`config.mk`:
```
export PLATFORM = sky130hd
export DESIGN_NAME = lcd_capture
export DESIGN_NICKNAME = d
export VERILOG_FILES = /design/src/rtl/lcd_capture.sv
export SDC_FILE = /design/constraint.sdc
export NUM_CORES = 1
export LEC_CHECK = 0
export CORE_ASPECT_RATIO = 0.8
export CORE_MARGIN = 2
export CORE_UTILIZATION = 64
export DETAILED_ROUTE_END_ITERATION = 10
export DONT_BUFFER_PORTS = 1
export PLACE_DENSITY = 0.8
export SLEW_MARGIN = 25
export SYNTH_ARGS = -nofsm -noshare
export SYNTH_HDL_FRONTEND = slang
export SYNTH_SLANG_ARGS = --single-unit
```
`constraint.sdc`:
```
create_clock -name i_clk -period 4.8 [get_ports i_clk]
set_input_delay 0.72 -clock i_clk [delete_from_list [all_inputs] [get_ports i_clk]]
set_output_delay 0.72 -clock i_clk [all_outputs]
set_load 0.02 [all_outputs]
```
`src/rtl/lcd_capture.sv`:
```
// lcd_capture: turns VSYNC/DE-framed 1-bit video back into framebuffer write
// cycles and checks every frame against the WIDTH x HEIGHT geometry.
module lcd_capture #(
    parameter int WIDTH  = 480,
    parameter int HEIGHT = 272,
    parameter int ADDR_W = 17
) (
    input  logic              i_clk,
    input  logic              i_rst_n,
    input  logic              i_ce,
    input  logic              i_vsync,
    input  logic              i_hsync,
    input  logic              i_de,
    input  logic              i_pixel,
    output logic [ADDR_W-1:0] o_addr,
    output logic              o_dout,
    output logic              o_write,
    output logic              o_frame_done,
    output logic              o_locked,
    output logic              o_err,
    output logic [8:0]        o_width,
    output logic [8:0]        o_height,
    output logic              o_dbg_active,
    output logic              o_dbg_hsync
);

    localparam logic [8:0]      WIDTH_C  = 9'(WIDTH);
    localparam logic [8:0]      HEIGHT_C = 9'(HEIGHT);
    localparam logic [8:0]      CNT_MAX  = 9'd511;
    localparam logic [ADDR_W:0] LB_STEP  = (ADDR_W+1)'(WIDTH);
    localparam logic [ADDR_W:0] ADDR_MAX = {1'b0, {ADDR_W{1'b1}}};

    typedef enum logic {
        WAIT_VS = 1'b0,
        ACTIVE  = 1'b1
    } state_e;

    state_e              state_q, state_d;
    logic                vsync_q, de_q, hsync_q;
    logic [8:0]          x_q, x_d, y_q, y_d;
    logic [ADDR_W-1:0]   lb_q, lb_d;
    logic                bad_q, bad_d;
    logic [ADDR_W-1:0]   addr_q, addr_d;
    logic                dout_q, dout_d;
    logic                write_q, write_d;
    logic                done_q, done_d;
    logic                err_q, err_d;
    logic                locked_q, locked_d;
    logic [8:0]          width_q, width_d;
    logic [8:0]          height_q, height_d;
    logic [ADDR_W:0]     lb_sum;
    logic                fs, le;

    assign fs     = vsync_q & ~i_vsync;
    assign le     = de_q & ~i_de;
    assign lb_sum = {1'b0, lb_q} + LB_STEP;

    // Events on one sample resolve in order: line end (old line), frame
    // start, then the DE pixel, which lands at (0,0) of the new frame.
    always_comb begin
        state_d  = state_q;
        x_d      = x_q;
        y_d      = y_q;
        lb_d     = lb_q;
        bad_d    = bad_q;
        addr_d   = addr_q;
        dout_d   = dout_q;
        write_d  = 1'b0;
        done_d   = 1'b0;
        err_d    = 1'b0;
        locked_d = locked_q;
        width_d  = width_q;
        height_d = height_q;
        if (i_ce) begin
            if (state_q == ACTIVE && le) begin
                width_d = x_q;
                if (x_q != WIDTH_C) begin
                    err_d    = 1'b1;
                    bad_d    = 1'b1;
                    locked_d = 1'b0;
                end
                x_d  = 9'd0;
                if (y_q != CNT_MAX) y_d = y_q + 9'd1;
                lb_d = (lb_sum > ADDR_MAX) ? ADDR_MAX[ADDR_W-1:0] : lb_sum[ADDR_W-1:0];
            end
            if (fs) begin
                if (state_q == ACTIVE) begin
                    height_d = y_d;
                    if (y_d != HEIGHT_C) begin
                        err_d    = 1'b1;
                        locked_d = 1'b0;
                    end else if (!bad_d) begin
                        done_d   = 1'b1;
                        locked_d = 1'b1;
                    end
                end
                state_d = ACTIVE;
                x_d     = 9'd0;
                y_d     = 9'd0;
                lb_d    = '0;
                bad_d   = 1'b0;
            end
            if (state_d == ACTIVE && i_de) begin
                if (x_d < WIDTH_C && y_d < HEIGHT_C) begin
                    write_d = 1'b1;
                    addr_d  = lb_d + ADDR_W'(x_d);
                    dout_d  = i_pixel;
                end
                if (x_d != CNT_MAX) x_d = x_d + 9'd1;
            end
        end
    end

    always_ff @(posedge i_clk or negedge i_rst_n) begin
        if (!i_rst_n) begin
            state_q  <= WAIT_VS;
            vsync_q  <= 1'b0;
            de_q     <= 1'b0;
            hsync_q  <= 1'b0;
            x_q      <= '0;
            y_q      <= '0;
            lb_q     <= '0;
            bad_q    <= 1'b0;
            addr_q   <= '0;
            dout_q   <= 1'b0;
            write_q  <= 1'b0;
            done_q   <= 1'b0;
            err_q    <= 1'b0;
            locked_q <= 1'b0;
            width_q  <= '0;
            height_q <= '0;
        end else begin
            if (i_ce) begin
                vsync_q <= i_vsync;
                de_q    <= i_de;
                hsync_q <= i_hsync;
            end
            state_q  <= state_d;
            x_q      <= x_d;
            y_q      <= y_d;
            lb_q     <= lb_d;
            bad_q    <= bad_d;
            addr_q   <= addr_d;
            dout_q   <= dout_d;
            write_q  <= write_d;
            done_q   <= done_d;
            err_q    <= err_d;
            locked_q <= locked_d;
            width_q  <= width_d;
            height_q <= height_d;
        end
    end

    // o_write is a one-cycle strobe with no ready: the framebuffer must take every write.
    assign o_addr       = addr_q;
    assign o_dout       = dout_q;
    assign o_write      = write_q;
    assign o_frame_done = done_q;
    assign o_err        = err_q;
    assign o_locked     = locked_q;
    assign o_width      = width_q;
    assign o_height     = height_q;
    assign o_dbg_active = (state_q == ACTIVE);
    assign o_dbg_hsync  = hsync_q;

endmodule

```
==> flow_summary.toml <==
[timing]
fmax_ghz = 0.2444
min_period_ns = 4.092
skew_ns = 0.01322
worstMarginPinSlew_ns = 1.045
final.setup.worst_slack_ns = 0.7077
final.period_utilization = 0.8526
slew_headroom = 0.3016
fin_tns_setup_ns = 0
setup_viol = 0
final-max-slew-violation-count = 0
hold_viol_final = 0
rsz0062_at_grt = "false"

[drt]
top_layer_used = "met4"
drt-total-wl_mm = 10.56
wl_per_cell_um = 19.03
met3WireLength_um = 777
firstDrtPassIters = 6
met1_length_mm = 4.450
drt_iter0_drc = 351
drtAntennaViolNets = 0
met2RoutedLength_mm = 5.099
vias = 3805
route.detailed.drc = 0
via_per_inst = 6.856

[synthesis]
ys_warn_count = 0
yosysTopAreaCell = "dfrtp_1"
synth_top_area_frac = 0.4322
synth_area_leaders = "dfrtp_1 43%, mux2_2 7.3%, a21oi_1 3.7%"
synth_cells = 473
syn-num-nets = 493
syn_avg_cell_area_um2 = 9.793
synth_enable_flop_cells = 0
synthArstFlopShare = 1.000
synth.distinct_cells = 62
ys_seq_area_frac = 0.4322
yosysMostFrequentCell = "dfrtp_1"
ys_seq_elements = 80
netlist_area_um2 = 4632
ys_top_cells_by_count = "80 x dfrtp_1, 39 x nand2_1, 34 x a21oi_1"
synth_flop_cell = "dfrtp_1"

[layout]
drive_above_1_share = 0.1303
multi_input_area_um2 = 2474
regArea_um2 = 2002
nets = 483
layout.cells.non_filler = 555
antenna_cells = 0
nFillCells = 530
area_delta_synth_final_pct = 5.970
post-route-util = 0.7053

[global_routing]
grt_overflow = 0
grt_pass1_vias = 3790
antenna_found_initial = 0
grt_max_degree = 81
track_usage = 0.2858
grt_pass1_wl_mm = 18.22

[cts]
clkLatencyLatePin_ns = 0.36
holdBufCountCts = 0
htree_levels = 3
cts_root_buf = "clkbuf_8"
postCtsSetupBuffers = 0
tritoncts = "done"
cts_resized = 0
numCtsBuffers = 9
cts.sinks = 80
clock_path_buffers = 2
clkTransAtPathRegs_ns = 0.09

[power_and_ir_drop]
combPwrFrac = 0.188
p_int_mw = 1.297
p_sw_mw = 0.6415
seqPwrFrac = 0.491
p_sw_frac = 0.3309
p_clk_frac = 0.320
ir_drop_mv = 0.2378
p_per_area_nw_per_um2 = 395.0
p_leak_nw = 2.193

[place]
placed_cells = 539
finalWeightedCongestion = 0.9038
pre_cts_ws_ns = 0.8361
portBuffers = 0
dp_hpwl_mm = 7.151

[setup_path]
critPathLaunch = "o_dbg_active"
crit_arrival_ns = 4.38
regToRegSetupSlack_ns = 0.71
cp_top_family = "simple AND/OR/NAND/NOR gates"
path_max_fanout = 24
crit_path_end_kind = "flop"
cpPeakStageDelay_ns = 0.70
cp.required_ns = 5.09
path_buf_inv = 0
startpoint_type = "flop"
crit_chain = "nand3b_1, and3_1, ha_1, nand3_1, o2111ai_1, a41oi_1, a311o_1, or4_1, a31oi_1"
rr_startpoint = "o_dbg_active"
path_depth = 9
path_class = "reg -> reg"
rr_endpoint = "o_addr[15]"
cp-endpoint = "o_addr[15]"
slowest_stage = "nand3b_1"
r2r_cells = 9

[die]
boundaryPins = 49
die_y_um = 80.09
die_area_um2 = 7938
die_w_um = 99.12
core_um2 = 6959
start_util = 0.6656
rows = 27

[status]
status = "complete, no violations"

[hold_path]
hold_path.class = "in -> async"

[run]
cap_viol_max_count = 0
-- metrics by stage --
step           cell area [um2]  hold slack, ns  power (mW)
3_5_place_dp              4656          0.4262       1.321
5_1_grt                   4908         0.03215       2.030
4_1_cts                   4908         0.04080       1.933
3_3_place_gp              4656          0.4262       1.302
6_report                  4908         0.03965       1.939
2_1_floorplan             4632          0.4244       1.247
-- state kept, by name (all words and copies together), names as in the netlist, 9 cells and up --
signal	flops
lb_q	17
o_addr	17
o_height	9
o_width	9
x_q	9
y_q	9
-- layer usage --
metal / track usage / vias up
met3: 0.05831 / 33
li1: - / 1735
met1: 0.3830 / 1870
met5: 0 / -
met4: 0.1000 / 0
met2: 0.4662 / 167
-- cell usage in the layout (no fill, tap or decap), drive strengths merged, types with 3 or more instances in the layout --
cell    instances
dfrtp          80
nand2          39
a21oi          34
nor2           32
mux2           30
o21ai          22
and3           18
nand3          16
xnor2          15
a31oi          15
ha             12
inv            12
clkbuf         10
nand4           8
nor2b           7
mux2i           7
and2            7
nor3            7
a41oi           6
o21a            6
xor2            5
o31a            5
a22o            5
o31ai           5
nand2b          4
o311ai          4
buf             4
nor4b           4
a311o           3
o22ai           3
a31o            3
a21o            3
bufinv          3
-- layout make-up --
cell class / count / area share
multi-input cells: 357 / 0.5040
clock buffers: 10 / 0.02804
flip-flops and latches: 80 / 0.4079
inverters: 11 / 0.008412
repair buffers: 4 / 0.006118
clock inverters: 6 / 0.02345
well taps: 87 / 0.02218
-- power groups by stage --
stage,Sequential (mW),Clock (mW),Combinational (mW)
2_1_floorplan,0.934,0,0.313
3_3_place_gp,0.959,0,0.343
3_5_place_dp,0.963,0,0.357
4_1_cts,0.952,0.621,0.360
5_1_grt,0.969,0.653,0.408
6_report,0.953,0.621,0.365
-- logic make-up after synthesis --
kind of cell	after synthesis	synth area share
mux	37	0.08806
flops	80	0.4322
xor+xnor	20	0.03782
fa+ha+maj	13	0.03674
simple gates	158	0.1813
compound gates	129	0.1902
buf+inv	36	0.03376
-- how the worst min path moves through the flow --
stage | end | cells after the start
after floorplan | bad_q | 0
after global placement | o_height[5] | 0
after detailed placement | o_height[5] | 0
after CTS | o_height[4] | 0
after global routing | o_height[5] | 0
final | o_height[5] | 0
Note: power is estimated with default switching activity, not from simulation.
